File: config.mk
export PLATFORM = sky130hd
export DESIGN_NAME = nn_layer_sched_flat
export DESIGN_NICKNAME = d
export VERILOG_FILES = /design/src/rtl/nn_layer_sched_if.sv /design/src/rtl/nn_layer_sched.sv /design/src/flat_wrapper.sv
export SDC_FILE = /design/constraint.sdc
export NUM_CORES = 1
export LEC_CHECK = 0
export CAP_MARGIN = 20
export CORE_ASPECT_RATIO = 2
export CORE_MARGIN = 2
export CORE_UTILIZATION = 30
export DETAILED_ROUTE_END_ITERATION = 8
export GPL_ROUTABILITY_DRIVEN = 0
export PLACE_DENSITY = 0.48
export SLEW_MARGIN = 0
export SYNTH_ARGS = -nofsm -noshare
export SYNTH_HDL_FRONTEND = slang
export SYNTH_SLANG_ARGS = --single-unit
File: constraint.sdc
create_clock -name clk -period 3.2 [get_ports clk]
set_input_delay 0.32 -clock clk [delete_from_list [all_inputs] [get_ports clk]]
set_output_delay 0.32 -clock clk [all_outputs]
set_load 0.05 [all_outputs]
File: src/rtl/nn_layer_sched_if.sv
// Handshake, config and status bundle for nn_layer_sched.
// The slave modport is the scheduler side; master is the source/sink side.
interface nn_layer_sched_if #(
   parameter int N_IN  = 2,
   parameter int N_OUT = 3,
   parameter int W_W   = 8
);
   localparam int N_CFG = N_OUT * (N_IN + 1);
   localparam int AW    = (N_CFG > 1) ? $clog2(N_CFG) : 1;

   logic                  cfg_we;
   logic [AW-1:0]         cfg_addr;
   logic signed [W_W-1:0] cfg_data;
   logic                  in_valid;
   logic                  in_ready;
   logic [N_IN-1:0]       in_x;
   logic                  out_valid;
   logic                  out_ready;
   logic [N_OUT-1:0]      out_y;
   logic                  busy;
   logic                  sat_flag;

   modport slave (
      input  cfg_we, cfg_addr, cfg_data, in_valid, in_x, out_ready,
      output in_ready, out_valid, out_y, busy, sat_flag
   );

   modport master (
      output cfg_we, cfg_addr, cfg_data, in_valid, in_x, out_ready,
      input  in_ready, out_valid, out_y, busy, sat_flag
   );
endinterface

File: src/rtl/nn_layer_sched.sv
// Time-multiplexed binary-input neuron layer: one shared MAC + threshold datapath.
// Define NN_SAT_EN for saturating accumulation with a sticky sat_flag; otherwise adds wrap.
module nn_layer_sched #(
   parameter int N_IN  = 2,
   parameter int N_OUT = 3,
   parameter int W_W   = 8,
   parameter int ACC_W = 16
) (
   input  logic              clk,
   input  logic              rst_n,
   nn_layer_sched_if.slave   bus
);
   localparam int N_CFG = N_OUT * (N_IN + 1);
   localparam int AW    = (N_CFG > 1) ? $clog2(N_CFG) : 1;
   localparam int NW    = (N_OUT > 1) ? $clog2(N_OUT) : 1;
   localparam int IW    = (N_IN > 1) ? $clog2(N_IN) : 1;

   typedef enum logic [2:0] {
      S_IDLE,
      S_MAC,
      S_BIAS,
      S_ACT,
      S_EMIT
   } state_t;

   state_t                  state_q, state_d;
   logic [NW-1:0]           n_q, n_d;
   logic [IW-1:0]           i_q, i_d;
   logic signed [ACC_W-1:0] acc_q, acc_d;
   logic [N_IN-1:0]         x_q, x_d;
   logic [N_OUT-1:0]        y_q, y_d;
   logic                    sat_q, sat_d;
   logic signed [W_W-1:0]   w_q [N_OUT][N_IN];
   logic signed [W_W-1:0]   w_d [N_OUT][N_IN];
   logic signed [W_W-1:0]   b_q [N_OUT];
   logic signed [W_W-1:0]   b_d [N_OUT];

   logic signed [W_W-1:0]   w_sel, b_sel;
   logic signed [ACC_W-1:0] w_ext, b_ext;
   logic                    x_sel;
   logic [ACC_W:0]          add_r;

   // Returns {overflow, sum}; overflow can only be set when saturation is built in.
   function automatic logic [ACC_W:0] acc_add(input logic signed [ACC_W-1:0] a,
                                              input logic signed [ACC_W-1:0] b);
`ifdef NN_SAT_EN
      logic signed [ACC_W:0] s;
      s = {a[ACC_W-1], a} + {b[ACC_W-1], b};
      if (s[ACC_W] != s[ACC_W-1]) begin
         if (s[ACC_W])
            return {1'b1, 1'b1, {(ACC_W-1){1'b0}}};
         else
            return {1'b1, 1'b0, {(ACC_W-1){1'b1}}};
      end
      return {1'b0, s[ACC_W-1:0]};
`else
      return {1'b0, a + b};
`endif
   endfunction

   always_ff @(posedge clk or negedge rst_n) begin
      if (!rst_n) begin
         state_q <= S_IDLE;
         n_q     <= '0;
         i_q     <= '0;
         acc_q   <= '0;
         x_q     <= '0;
         y_q     <= '0;
         sat_q   <= 1'b0;
         w_q     <= '{default: '0};
         b_q     <= '{default: '0};
      end else begin
         state_q <= state_d;
         n_q     <= n_d;
         i_q     <= i_d;
         acc_q   <= acc_d;
         x_q     <= x_d;
         y_q     <= y_d;
         sat_q   <= sat_d;
         w_q     <= w_d;
         b_q     <= b_d;
      end
   end

   always_comb begin
      state_d = state_q;
      n_d     = n_q;
      i_d     = i_q;
      acc_d   = acc_q;
      x_d     = x_q;
      y_d     = y_q;
      sat_d   = sat_q;
      w_d     = w_q;
      b_d     = b_q;
      w_sel   = '0;
      b_sel   = '0;
      x_sel   = 1'b0;
      add_r   = '0;

      // Mux loops keep index widths exact for any N_IN/N_OUT.
      for (int n = 0; n < N_OUT; n++) begin
         if (n_q == NW'(n)) b_sel = b_q[n];
         for (int i = 0; i < N_IN; i++) begin
            if (n_q == NW'(n) && i_q == IW'(i)) w_sel = w_q[n][i];
         end
      end
      for (int i = 0; i < N_IN; i++) begin
         if (i_q == IW'(i)) x_sel = x_q[i];
      end
      w_ext = w_sel;
      b_ext = b_sel;

      // Config writes land only in IDLE, so the evaluation accepted on the same edge sees them.
      if (bus.cfg_we && state_q == S_IDLE) begin
         for (int n = 0; n < N_OUT; n++) begin
            for (int i = 0; i < N_IN; i++) begin
               if (bus.cfg_addr == AW'(n * (N_IN + 1) + i)) w_d[n][i] = bus.cfg_data;
            end
            if (bus.cfg_addr == AW'(n * (N_IN + 1) + N_IN)) b_d[n] = bus.cfg_data;
         end
      end

      unique case (state_q)
         S_IDLE: begin
            if (bus.in_valid) begin
               x_d     = bus.in_x;
               acc_d   = '0;
               n_d     = '0;
               i_d     = '0;
               sat_d   = 1'b0;
               state_d = S_MAC;
            end
         end
         S_MAC: begin
            if (x_sel) begin
               add_r = acc_add(acc_q, w_ext);
               acc_d = add_r[ACC_W-1:0];
               if (add_r[ACC_W]) sat_d = 1'b1;
            end
            if (i_q == IW'(N_IN - 1)) state_d = S_BIAS;
            else                      i_d     = i_q + IW'(1);
         end
         S_BIAS: begin
            add_r = acc_add(acc_q, b_ext);
            acc_d = add_r[ACC_W-1:0];
            if (add_r[ACC_W]) sat_d = 1'b1;
            state_d = S_ACT;
         end
         S_ACT: begin
            // Strictly positive fires; zero stays low.
            for (int n = 0; n < N_OUT; n++) begin
               if (n_q == NW'(n)) y_d[n] = !acc_q[ACC_W-1] && (acc_q != '0);
            end
            acc_d = '0;
            i_d   = '0;
            if (n_q == NW'(N_OUT - 1)) begin
               state_d = S_EMIT;
            end else begin
               n_d     = n_q + NW'(1);
               state_d = S_MAC;
            end
         end
         S_EMIT: begin
            if (bus.out_ready) state_d = S_IDLE;
         end
         default: state_d = S_IDLE;
      endcase
   end

   assign bus.in_ready  = (state_q == S_IDLE);
   assign bus.out_valid = (state_q == S_EMIT);
   assign bus.busy      = (state_q != S_IDLE);
   assign bus.out_y     = y_q;
   assign bus.sat_flag  = sat_q;
endmodule
File: src/flat_wrapper.sv
// flat-port wrapper written by rule: the top's interface ports become plain ports
module nn_layer_sched_flat 
#(
   parameter int N_IN  = 2,
   parameter int N_OUT = 3,
   parameter int W_W   = 8,
   parameter int ACC_W = 16
)
  (clk, rst_n, bus_cfg_we, bus_cfg_addr, bus_cfg_data, bus_in_valid, bus_in_x, bus_out_ready, bus_in_ready, bus_out_valid, bus_out_y, bus_busy, bus_sat_flag);
  nn_layer_sched_if #(.N_IN(N_IN), .N_OUT(N_OUT), .W_W(W_W)) bus_i ();
  input  logic clk;
  input  logic rst_n;
  input wire logic [$bits(bus_i.cfg_we)-1:0] bus_cfg_we;
  input wire logic [$bits(bus_i.cfg_addr)-1:0] bus_cfg_addr;
  input wire logic [$bits(bus_i.cfg_data)-1:0] bus_cfg_data;
  input wire logic [$bits(bus_i.in_valid)-1:0] bus_in_valid;
  input wire logic [$bits(bus_i.in_x)-1:0] bus_in_x;
  input wire logic [$bits(bus_i.out_ready)-1:0] bus_out_ready;
  output wire logic [$bits(bus_i.in_ready)-1:0] bus_in_ready;
  output wire logic [$bits(bus_i.out_valid)-1:0] bus_out_valid;
  output wire logic [$bits(bus_i.out_y)-1:0] bus_out_y;
  output wire logic [$bits(bus_i.busy)-1:0] bus_busy;
  output wire logic [$bits(bus_i.sat_flag)-1:0] bus_sat_flag;
  assign bus_i.cfg_we = bus_cfg_we;
  assign bus_i.cfg_addr = bus_cfg_addr;
  assign bus_i.cfg_data = bus_cfg_data;
  assign bus_i.in_valid = bus_in_valid;
  assign bus_i.in_x = bus_in_x;
  assign bus_i.out_ready = bus_out_ready;
  assign bus_in_ready = bus_i.in_ready;
  assign bus_out_valid = bus_i.out_valid;
  assign bus_out_y = bus_i.out_y;
  assign bus_busy = bus_i.busy;
  assign bus_sat_flag = bus_i.sat_flag;
  nn_layer_sched #(.N_IN(N_IN), .N_OUT(N_OUT), .W_W(W_W), .ACC_W(ACC_W)) u_core (.clk(clk), .rst_n(rst_n), .bus(bus_i));
endmodule
==> results of run 1 <==
-- metal layers --
| metal | part of all wire (%) | GRT usage (%) |
|---|---|---|
| met1 | 48 | 21.0 |
| met2 | 48 | 24.3 |
| met3 | 3.4 | 2.10 |
| met4 | 1.1 | 4.43 |
| met5 | 0 | 0 |
-- sequential cells by signal, summed over array words and instances, names as in the netlist --
signal            count
u_core.acc_q         16
u_core.b_q           24
u_core.bus.out_y      3
u_core.i_q            1
u_core.n_q            2
u_core.state_q        3
u_core.w_q           48
u_core.x_q            2
-- worst max-delay path by stage --
stage	end	slack [ns]	cells after the start
floorplan	u_core.acc_q[9]	0.01	14
global placement	u_core.acc_q[15]	-0.13	12
detailed placement	u_core.acc_q[15]	-0.20	12
CTS	u_core.acc_q[15]	-0.03	12
global route	u_core.acc_q[12]	-0.16	14
finish	u_core.acc_q[15]	-0.003	11
-- worst reg2reg max path, stage by stage (launching register included) --
cell and delay [ns]:
dfrtp_2 0.48, buf_12 0.17, mux2i_1 0.30, o22ai_1 0.15, mux4_2 0.56, ha_4 0.30
nand4_1 0.11, a21oi_2 0.19, o211ai_1 0.12, and3b_1 0.19, o211ai_1 0.14, or3b_1 0.36
-- repair_timing --
action / CTS / global route
cloned: 1 / 2
setup buffers: 1 / 1
endpoints found under the hold margin: 0 / 0
gates resized for setup: 17 / 29
pin swaps: 2 / 2
setup endpoints to repair: 7 / 8
-- cell type report --
type,count,area [um2],share of cell area [%]
clock buffer,9,225,3.34
clock inverter,7,77.6,1.15
inverter,12,48.8,0.724
multi-input combinational,320,2920,43.3
sequential,99,2480,36.8
tap,213,267,3.95
timing repair buffer,80,727,10.8
-- power breakdown --
group,total [W],internal [W],switching [W]
Combinational,0.00321,0.00162,0.00159
Clock,0.00112,0.000558,0.000559
Sequential,0.00201,0.00172,0.000290
Total,0.00634,0.00389,0.00244
-- logic make-up (layout without fill, tap and decap cells) --
kind of cell               after synthesis  after routing
buffers and inverters                   30            108
AOI/OAI and AO/OA                       86             86
adders and majority gates               22             22
muxes                                  110            110
DFF                                     99             99
xor gates and xnor gates                11             11
and+or+nand+nor                         90             90
other                                    1              1
-- placed cells by master (no fill, tap or decap), types with 4 or more instances in the layout --
cell | Yosys | layout
dfrtp_1 | 99 | 98
mux2_1 | 62 | 62
buf_4 | 1 | 50
nand2_1 | 42 | 42
mux2_2 | 23 | 23
clkdlybuf4s50_1 | 0 | 23
o21ai_0 | 27 | 22
a21oi_1 | 21 | 15
mux2i_1 | 18 | 13
inv_1 | 11 | 10
ha_1 | 21 | 10
clkbuf_16 | 0 | 10
mux4_2 | 5 | 7
o21ai_1 | 5 | 7
o22ai_1 | 7 | 6
nor2_1 | 6 | 6
a21oi_2 | 0 | 6
xor2_1 | 6 | 6
ha_4 | 0 | 6
mux2i_2 | 0 | 5
ha_2 | 0 | 5
a21o_1 | 4 | 4
xnor2_1 | 5 | 4
nor4_1 | 4 | 4
inv_8 | 0 | 4
buf_12 | 0 | 4
-- through the flow --
step	area, um2	hold slack, ns	TNS [ns]	setup WS, ns
after floorplan	5350	0.0244	0	0.0148
after global placement	6190	0.409	-0.475	-0.129
after detailed placement	6190	0.410	-0.726	-0.197
after CTS	6600	0.0199	-0.0303	-0.0303
after global routing	6740	0.0521	-0.517	-0.158
final	6740	-0.0105	-0.00260	-0.00260
==> out/metrics.cfg, run 1 <==
[status]
status = complete, but fails checks
violations = hold timing, setup timing

[finish]
final_core_util_pct = 38.3
num-fill-cells = 1762
diodes = 0
fin_cells = 740
syn2layout_area_growth_pct = 26.5
drive_gt1_share_pct = 27.7
layout.nets = 563

[timing]
final_hold_viol_count = 9
hold-worst-slack_ns = -0.0105
fmax_ghz = 0.312
relSlewSlack_pct = 54.7
worst_pin_slew_ns = 0.679
rsz0062_at_grt = yes
fin_crit_sh_pct = 100
slew_violations = 0
fin_crit_ns = 3.20
setup_ws_ns = -0.00260
setup_viol = 1
skew_ns = 0.0127

[synthesis]
synthXorXnorAreaFrac_pct = 1.81
seq_area_frac_synth_pct = 46.5
ys_seq_elements = 99
synth_largest_area_cell = dfrtp_1
synth_compound_area_share_pct = 9.97
post_synth.cell_area_avg_um2 = 11.9
synth_top_family_by_area = multiplexers
syn_nets = 490
yosysWarnings = 0
yosysUniqueCellTypes = 64
synth_area_leaders = dfrtp_1 46%, mux2_1 13%, ha_1 4.9%, mux2_2 4.9%, mux2i_1 3.4%
syn_area_um2 = 5330
async_flop_share_pct = 100
synth-simple-area-share_pct = 9.53
synth_common_cells = 99 x dfrtp_1, 62 x mux2_1, 42 x nand2_1, 27 x o21ai_0, 23 x mux2_2
synth_top_flop_cell = dfrtp_1
netlist.area_leader.share_pct = 46.5
synth-adder-area-share_pct = 5.30
synth_mux_area_share_pct = 24.4
synth_cells = 449
synth_edf_count = 0
yosysMostFrequentCell = dfrtp_1

[power]
power_w = 0.00634
ir_drop_mv = 0.290
power_density_nw_per_um2 = 940
leakagePower_nw = 3.10

[route]
post_drt_wl_per_cell_um = 18.3
avgViaCountPerCell = 5.06
first_iter_violations = 138
vias = 3746
dr.pass1.iters = 4
drc = 0
finalWirelength_um = 13500
ant_nets = 0

[setup_path]
cpPeakStageDelay_ns = 0.56
crit_chain = buf_12, mux2i_1, o22ai_1, mux4_2, ha_4, nand4_1, a21oi_2, o211ai_1, and3b_1, o211ai_1, or3b_1
path_delay_family = multiplexers
rr_worst_depth = 11
path_class = flip-flop to flip-flop
rr_endpoint = u_core.acc_q[15]
cp.required_ns = 3.43
reg2reg_from = u_core.i_q
start_kind = flip-flop
worstSetupStartpoint = u_core.i_q
end_kind = flip-flop
arrival_ns = 3.44
r2r_slack_ns = -0.003
cpMaxStageDelayCell = mux4_2
cp_max_fo = 6
crit_top_cell = o211ai_1
worst-path-buf-inv = 1

[die]
ioPinCount = 26
rows = 69
die_h_um = 193
dieArea_um2 = 18900
core_region_area_um2 = 17600
start_util_pct = 30.3
die_w_um = 98.3

[grt]
grtUsageTotal_pct = 15.0
grt_pass1_vias = 3829
grt_max_degree = 53
antenna_found_initial = 0
grt_first_pass_wirelength_um = 21800
grt-ovfl-total = 0

[clocking]
clk_pin_slew_ns = 0.08
clockBufferDepth = 2
cts.htree.levels = 3
ctsHoldBuffers = 0
cts.sinks = 99
numCtsBuffers = 9
cts_tree = built
clk_latency_ns = 0.36
clockRootBuffer = clkbuf_16

[placed_design]
hpwl_um = 9410
dp_cells = 720
numPortBuffers = 24

[hold_path]
hold_path.class = input pin to async pin

[run]
max_cap_viol_count = 0

Note: power is estimated with default switching activity, not from simulation.
==> run 2, diff against run 1 <==
--- a/config.mk
+++ b/config.mk
@@ -7,10 +7,11 @@
 export LEC_CHECK = 0
 export CAP_MARGIN = 20
 export CORE_ASPECT_RATIO = 2
-export CORE_MARGIN = 2
+export CORE_MARGIN = 3
 export CORE_UTILIZATION = 30
 export DETAILED_ROUTE_END_ITERATION = 8
 export GPL_ROUTABILITY_DRIVEN = 0
+export HOLD_SLACK_MARGIN = 0.08
 export PLACE_DENSITY = 0.48
 export SLEW_MARGIN = 0
 export SYNTH_ARGS = -nofsm -noshare
==> run 2 against run 1 <==
- the flow finishes with violations (setup timing)
- non-clock buffer count is 2 higher
- fmax is 0.27% lower
- routed wire length grew 1.9%
- flip-flop and latch count stayed put
- global-route usage down 0.54 points
- utilization grew 0.68 points
- via count is 1.0% higher
- critical endpoint unchanged
==> out/metrics.cfg, run 2 (synthesis results as in run 1) <==
[setup_path]
cpMaxStageDelayCell = mux4_2
cpPeakStageDelay_ns = 0.53  ; -0.03 ns
cp.required_ns = 3.43  ; about the same
crit_top_cell = o211ai_1
crit_chain = buf_12, buf_16, mux2i_2, o22ai_1, mux4_2, ha_1, nand3_1, a21oi_2, o211ai_1, and3b_1, o211ai_1, or3b_1
path_delay_family = multiplexers
cp_max_fo = 10  ; +4
path_class = flip-flop to flip-flop
worst-path-buf-inv = 2  ; +1
arrival_ns = 3.44  ; about the same
start_kind = flip-flop
end_kind = flip-flop

[finish]
top_register = u_core.w_q
layout.nets = 565  ; +0.36%
multi_input_area_um2 = 2910  ; -0.21%
mostFrequentLayoutCells = 98 x dfrtp_1, 62 x mux2_1, 50 x buf_4
diodes = 0  ; unchanged
largest_reg_flops = 48  ; unchanged
design_area_um2 = 6760  ; +0.30%
num-fill-cells = 1750  ; -0.68%
final_common_cell = dfrtp_1
top_regs = u_core.w_q: 48 flops, u_core.b_q: 24 flops, u_core.acc_q: 16 flops
drive_gt1_share_pct = 27.4  ; -0.29 points
regArea_um2 = 2480  ; unchanged
syn2layout_area_growth_pct = 26.8

[hold_path]
hold_path.class = flip-flop to flip-flop

[route]
ant_nets = 0  ; unchanged
drc = 0  ; unchanged
finalWirelength_um = 13800  ; +1.9%
vias = 3785  ; +1.0%
wl_met2_um = 8190  ; +27%
first_iter_violations = 47  ; -66%
dr.pass1.iters = 4  ; unchanged
m1WireLength_um = 4750  ; -26%
dr_wl_met3_um = 272  ; -41%
post_drt_wl_per_cell_um = 18.6  ; +2.0%
routed.top_layer = met4
avgViaCountPerCell = 5.12  ; +1.2%

[die]
die_h_um = 195  ; +1.0%
ioPinCount = 26  ; unchanged
dieArea_um2 = 19500  ; +3.1%
start_util_pct = 30.7  ; +0.45 points
rows = 68  ; -1.4%
core_region_area_um2 = 17400  ; -1.4%
die_w_um = 100  ; +2.0%

[run]
max_cap_viol_count = 0  ; unchanged

[grt]
grt_max_degree = 100  ; +89%
grt-ovfl-total = 0  ; unchanged
grt_pass1_vias = 4044  ; +5.6%
antenna_found_initial = 0  ; unchanged
grt_first_pass_wirelength_um = 21400  ; -1.7%
grtUsageTotal_pct = 14.5  ; -0.54 points

[timing]
worst_pin_slew_ns = 0.650  ; -0.0292 ns
skew_ns = 0.00897  ; -0.00375 ns
setup_viol = 1  ; unchanged
relSlewSlack_pct = 56.3  ; +1.5 points
final_hold_viol_count = 0  ; -9
slew_violations = 0  ; unchanged
fin_crit_ns = 3.21  ; +0.00856 ns
fmax_ghz = 0.311  ; -0.27%
setup_ws_ns = -0.0112  ; -0.00856 ns
fin_crit_sh_pct = 100  ; +0.27 points
rsz0062_at_grt = yes

[clocking]
clockRootBuffer = clkbuf_16
cts.htree.levels = 3  ; unchanged
clk_latency_ns = 0.35  ; about the same
clockBufferDepth = 2  ; unchanged
cts.sinks = 99  ; unchanged
numCtsBuffers = 9  ; unchanged
cts_tree = built
clk_pin_slew_ns = 0.07  ; about the same

[status]
violations = setup timing
status = complete, but fails checks

[power]
ir_drop_mv = 0.300  ; +3.5%
power_density_nw_per_um2 = 946  ; +0.59%
leakagePower_nw = 3.11  ; +0.54%

[placed_design]
post-place-ws_ns = -0.223  ; -0.0258 ns
numPortBuffers = 24  ; unchanged
dpl_cell_area_um2 = 6190  ; about the same
hpwl_um = 10300  ; +9.5%

[run 2: cell types whose count changed in the layout (fill, tap and decap cells not counted), sizes merged]
cell	previous run	this run
clkinv	3	2
inv	14	13
buf	56	58
clkinvlp	2	3
dlygate4sd3	0	1
[run 2: report_power, final]
part	total (W)	switching, W	internal [W]
clock	0.00105	0.000497	0.000556
combinational	0.00333	0.00162	0.00171
sequential	0.00201	0.000292	0.00172
[run 2: path summary, 6_finish.rpt]
path / cells past startpoint / start / slack, ns / to
setup / recovery: 12 / u_core.i_q / -0.01 / u_core.acc_q[15]
hold / removal: 1 / u_core.w_q[31] / 0.48 / u_core.w_q[31]
setup reg to reg: 12 / u_core.i_q / -0.01 / u_core.acc_q[15]
hold reg to reg: 1 / u_core.w_q[31] / 0.48 / u_core.w_q[31]
max in group asynchronous: 3 / rst_n / 2.15 / u_core.i_q
min in group asynchronous: 3 / rst_n / 0.54 / u_core.acc_q[12]
[run 2: what timing repair did]
| action | in CTS | in global routing |
|---|---|---|
| buffers inserted | 2 | 1 |
| setup endpoints to repair | 6 | 7 |
| pin swaps | 2 | 4 |
| gates resized for setup | 21 | 20 |
| hold endpoints to repair | 95 | 0 |
| hold buffers | 1 | 0 |
| gates cloned | 1 | 0 |
[run 2: per-layer routing]
layer,GRT usage (%),vias to the layer above
met5,0,-
met4,7.10,0
met3,2.59,29
met2,28.1,47
met1,13.9,1921
li1,-,1788
[run 2: area by class of cell]
| cell class | count | area share, % |
|---|---|---|
| clock inverter | 6 | 0.685 |
| clock buffer | 10 | 3.53 |
| sequential | 99 | 36.7 |
| inverter | 12 | 0.722 |
| tap | 210 | 3.89 |
| multi-input combinational | 320 | 43.1 |
| timing repair buffer | 82 | 11.5 |
[run 2: metrics by stage]
stage	util (%)	TNS (ns)	hold slack (ns)	total power (W)	instances
5_1_grt	39.0	-0.318	0.490	0.00683	739
3_3_place_gp	35.7	-0.257	0.427	0.00494	718
2_1_floorplan	-	0	0.0244	0.00375	449
3_5_place_dp	35.7	-0.751	0.428	0.00501	718
4_1_cts	38.2	-0.0309	0.489	0.00634	738
6_report	39.0	-0.0112	0.484	0.00639	739
==> run 3, diff against run 2 <==
--- a/config.mk
+++ b/config.mk
@@ -13,6 +13,7 @@
 export GPL_ROUTABILITY_DRIVEN = 0
 export HOLD_SLACK_MARGIN = 0.08
 export PLACE_DENSITY = 0.48
+export SKIP_LAST_GASP = 1
 export SLEW_MARGIN = 0
 export SYNTH_ARGS = -nofsm -noshare
 export SYNTH_HDL_FRONTEND = slang
==> run 3 against run 2 <==
- the run still ends with setup timing left
- critical path type unchanged
- cell count did not move
- fmax barely moved
- setup slack got worse by 0.0025 ns
- via count fell by 0.32%
- hold slack did not move
- clock skew rose by 0.00053 ns
- clock power barely moved
- total power barely moved
- die area did not move
- utilization did not move
- routed wire length barely moved
==> out/metrics.cfg, run 3 (synthesis results as in run 1) <==
[status]
status = complete, but fails checks
violations = setup timing

[timing]
final_hold_viol_count = 0  ; unchanged
fin_setup_tns_ns = -0.0137  ; -0.00250 ns
slew_violations = 0  ; unchanged
relSlewSlack_pct = 56.2  ; about the same
fin_crit_sh_pct = 100  ; about the same
rsz0062_at_grt = yes
fin_crit_ns = 3.21  ; +0.00250 ns
setup_viol = 1  ; unchanged
worst_pin_slew_ns = 0.651  ; +0.000821 ns
skew_ns = 0.00950  ; +0.000526 ns
fmax_ghz = 0.311  ; about the same
setup_ws_ns = -0.0137  ; -0.00250 ns

[finish]
mostFrequentLayoutCells = 98 x dfrtp_1, 62 x mux2_1, 50 x buf_4
top_register = u_core.w_q
final_common_cell = dfrtp_1
diodes = 0  ; unchanged
design_area_um2 = 6760  ; unchanged
layout.nets = 565  ; unchanged
num-fill-cells = 1750  ; unchanged
drive_gt1_share_pct = 27.4  ; unchanged
syn2layout_area_growth_pct = 26.8  ; unchanged
largest_reg_flops = 48  ; unchanged
top_regs = u_core.w_q: 48 flops, u_core.b_q: 24 flops, u_core.acc_q: 16 flops

[setup_path]
cp.required_ns = 3.43  ; about the same
reg2reg_from = u_core.i_q
worstSetupStartpoint = u_core.i_q
path_class = flip-flop to flip-flop
crit_chain = buf_12, buf_16, mux2i_2, o22ai_1, mux4_2, ha_1, nand3_1, a21oi_2, o211ai_1, and3b_1, o211ai_1, or3b_1
cpMaxStageDelayCell = mux4_2
arrival_ns = 3.44  ; about the same
end_kind = flip-flop
cp_max_fo = 10  ; unchanged
cpPeakStageDelay_ns = 0.53  ; about the same
path_delay_family = multiplexers
worst-path-buf-inv = 2  ; unchanged
start_kind = flip-flop
crit_top_cell = o211ai_1

[grt]
antenna_found_initial = 0  ; unchanged
grtUsageTotal_pct = 14.4  ; -0.015 points
grt_pass1_vias = 4041  ; -0.074%
grt_max_degree = 100  ; unchanged
grt_first_pass_wirelength_um = 21400  ; -0.16%
grt-ovfl-total = 0  ; unchanged

[power]
p_int_w = 0.00398  ; about the same
p_clk_share_pct = 16.5  ; about the same
ir_drop_mv = 0.301  ; +0.27%
p_sw_w = 0.00241  ; about the same
power_density_nw_per_um2 = 946  ; about the same
p_seq_share_pct = 31.4  ; about the same
leakagePower_nw = 3.11  ; unchanged
swShare_pct = 37.7  ; about the same
pwr-share-comb_pct = 52.1  ; about the same

[clocking]
clockRootBuffer = clkbuf_16
cts_tree = built
cts.htree.levels = 3  ; unchanged
clk_pin_slew_ns = 0.07  ; about the same
numCtsBuffers = 9  ; unchanged
clk_latency_ns = 0.35  ; about the same
cts.sinks = 99  ; unchanged
clockBufferDepth = 2  ; unchanged

[run]
max_cap_viol_count = 0  ; unchanged

[die]
start_util_pct = 30.7  ; unchanged
ioPinCount = 26  ; unchanged
die_h_um = 195  ; unchanged
dieArea_um2 = 19500  ; unchanged
core_region_area_um2 = 17400  ; unchanged
rows = 68  ; unchanged
die_w_um = 100  ; unchanged

[route]
ant_nets = 0  ; unchanged
finalWirelength_um = 13800  ; about the same
avgViaCountPerCell = 5.11  ; -0.32%
dr.pass1.iters = 4  ; unchanged
first_iter_violations = 50  ; +6.4%
post_drt_wl_per_cell_um = 18.6  ; about the same
drc = 0  ; unchanged
vias = 3773  ; -0.32%

[placed_design]
hpwl_um = 10300  ; unchanged
numPortBuffers = 24  ; unchanged
dpl_cell_area_um2 = 6190  ; unchanged

[hold_path]
hold_start = u_core.w_q[31]
hold_path.class = flip-flop to flip-flop

run 3: cell counts in the layout (fill, tap and decap cells not counted):
No cell type changed its count.
run 3: worst register-to-register path, cell delays in order (launching register included):
cell      delay, ns
dfrtp_2        0.44
buf_12         0.14
buf_16         0.15
mux2i_2        0.19
o22ai_1        0.12
mux4_2         0.53
ha_1           0.31
nand3_1        0.11
a21oi_2        0.23
o211ai_1       0.14
and3b_1        0.20
o211ai_1       0.16
or3b_1         0.36
run 3: power by group through the flow:
stage / Clock (W) / Sequential (W) / Combinational, W
floorplan: 0 / 0.00199 / 0.00177
global placement: 0 / 0.00198 / 0.00296
detailed placement: 0 / 0.00201 / 0.00300
CTS: 0.00110 / 0.00200 / 0.00324
global route: 0.00114 / 0.00206 / 0.00363
finish: 0.00105 / 0.00201 / 0.00333
run 3: timing repair:
| item | CTS | global route |
|---|---|---|
| gates cloned | 1 | 0 |
| setup buffers | 2 | 1 |
| gates resized for setup | 20 | 21 |
| hold buffers | 1 | 0 |
| endpoints found under the hold margin | 95 | 0 |
| pin swaps | 2 | 4 |
| setup endpoints to repair | 6 | 7 |
run 3: stage by stage:
step / util (%) / hold slack, ns / instances / power [W] / worst slack [ns]
floorplan: - / 0.0244 / 449 / 0.00375 / 0.0148
CTS: 38.2 / 0.489 / 738 / 0.00633 / -0.0305
finish: 39.0 / 0.484 / 739 / 0.00640 / -0.0137
global route: 39.0 / 0.490 / 739 / 0.00683 / -0.108
detailed placement: 35.7 / 0.428 / 718 / 0.00501 / -0.223
global placement: 35.7 / 0.427 / 718 / 0.00494 / -0.108
run 3: worst paths after layout:
path / slack (ns) / endpoint / cells after the start
min in group asynchronous: 0.54 / u_core.acc_q[12] / 3
max in group asynchronous: 2.15 / u_core.i_q / 3
max reg2reg: -0.01 / u_core.acc_q[15] / 12
max: -0.01 / u_core.acc_q[15] / 12
min reg2reg: 0.48 / u_core.w_q[31] / 1
min: 0.48 / u_core.w_q[31] / 1
run 3: cell type report:
type | instances | area [um2] | area share, %
clock buffers | 10 | 239 | 3.53
clock inverters | 6 | 46.3 | 0.685
inverters | 12 | 48.8 | 0.722
multi-input cells | 320 | 2910 | 43.1
flip-flops and latches | 99 | 2480 | 36.7
well taps | 210 | 263 | 3.89
repair buffers | 82 | 774 | 11.5
run 3: metal layers:
metal	GRT usage (%)	part of all wire, %
met2	28.1	59
met5	0	0
met4	7.10	4.1
met3	2.59	1.9
met1	13.9	35
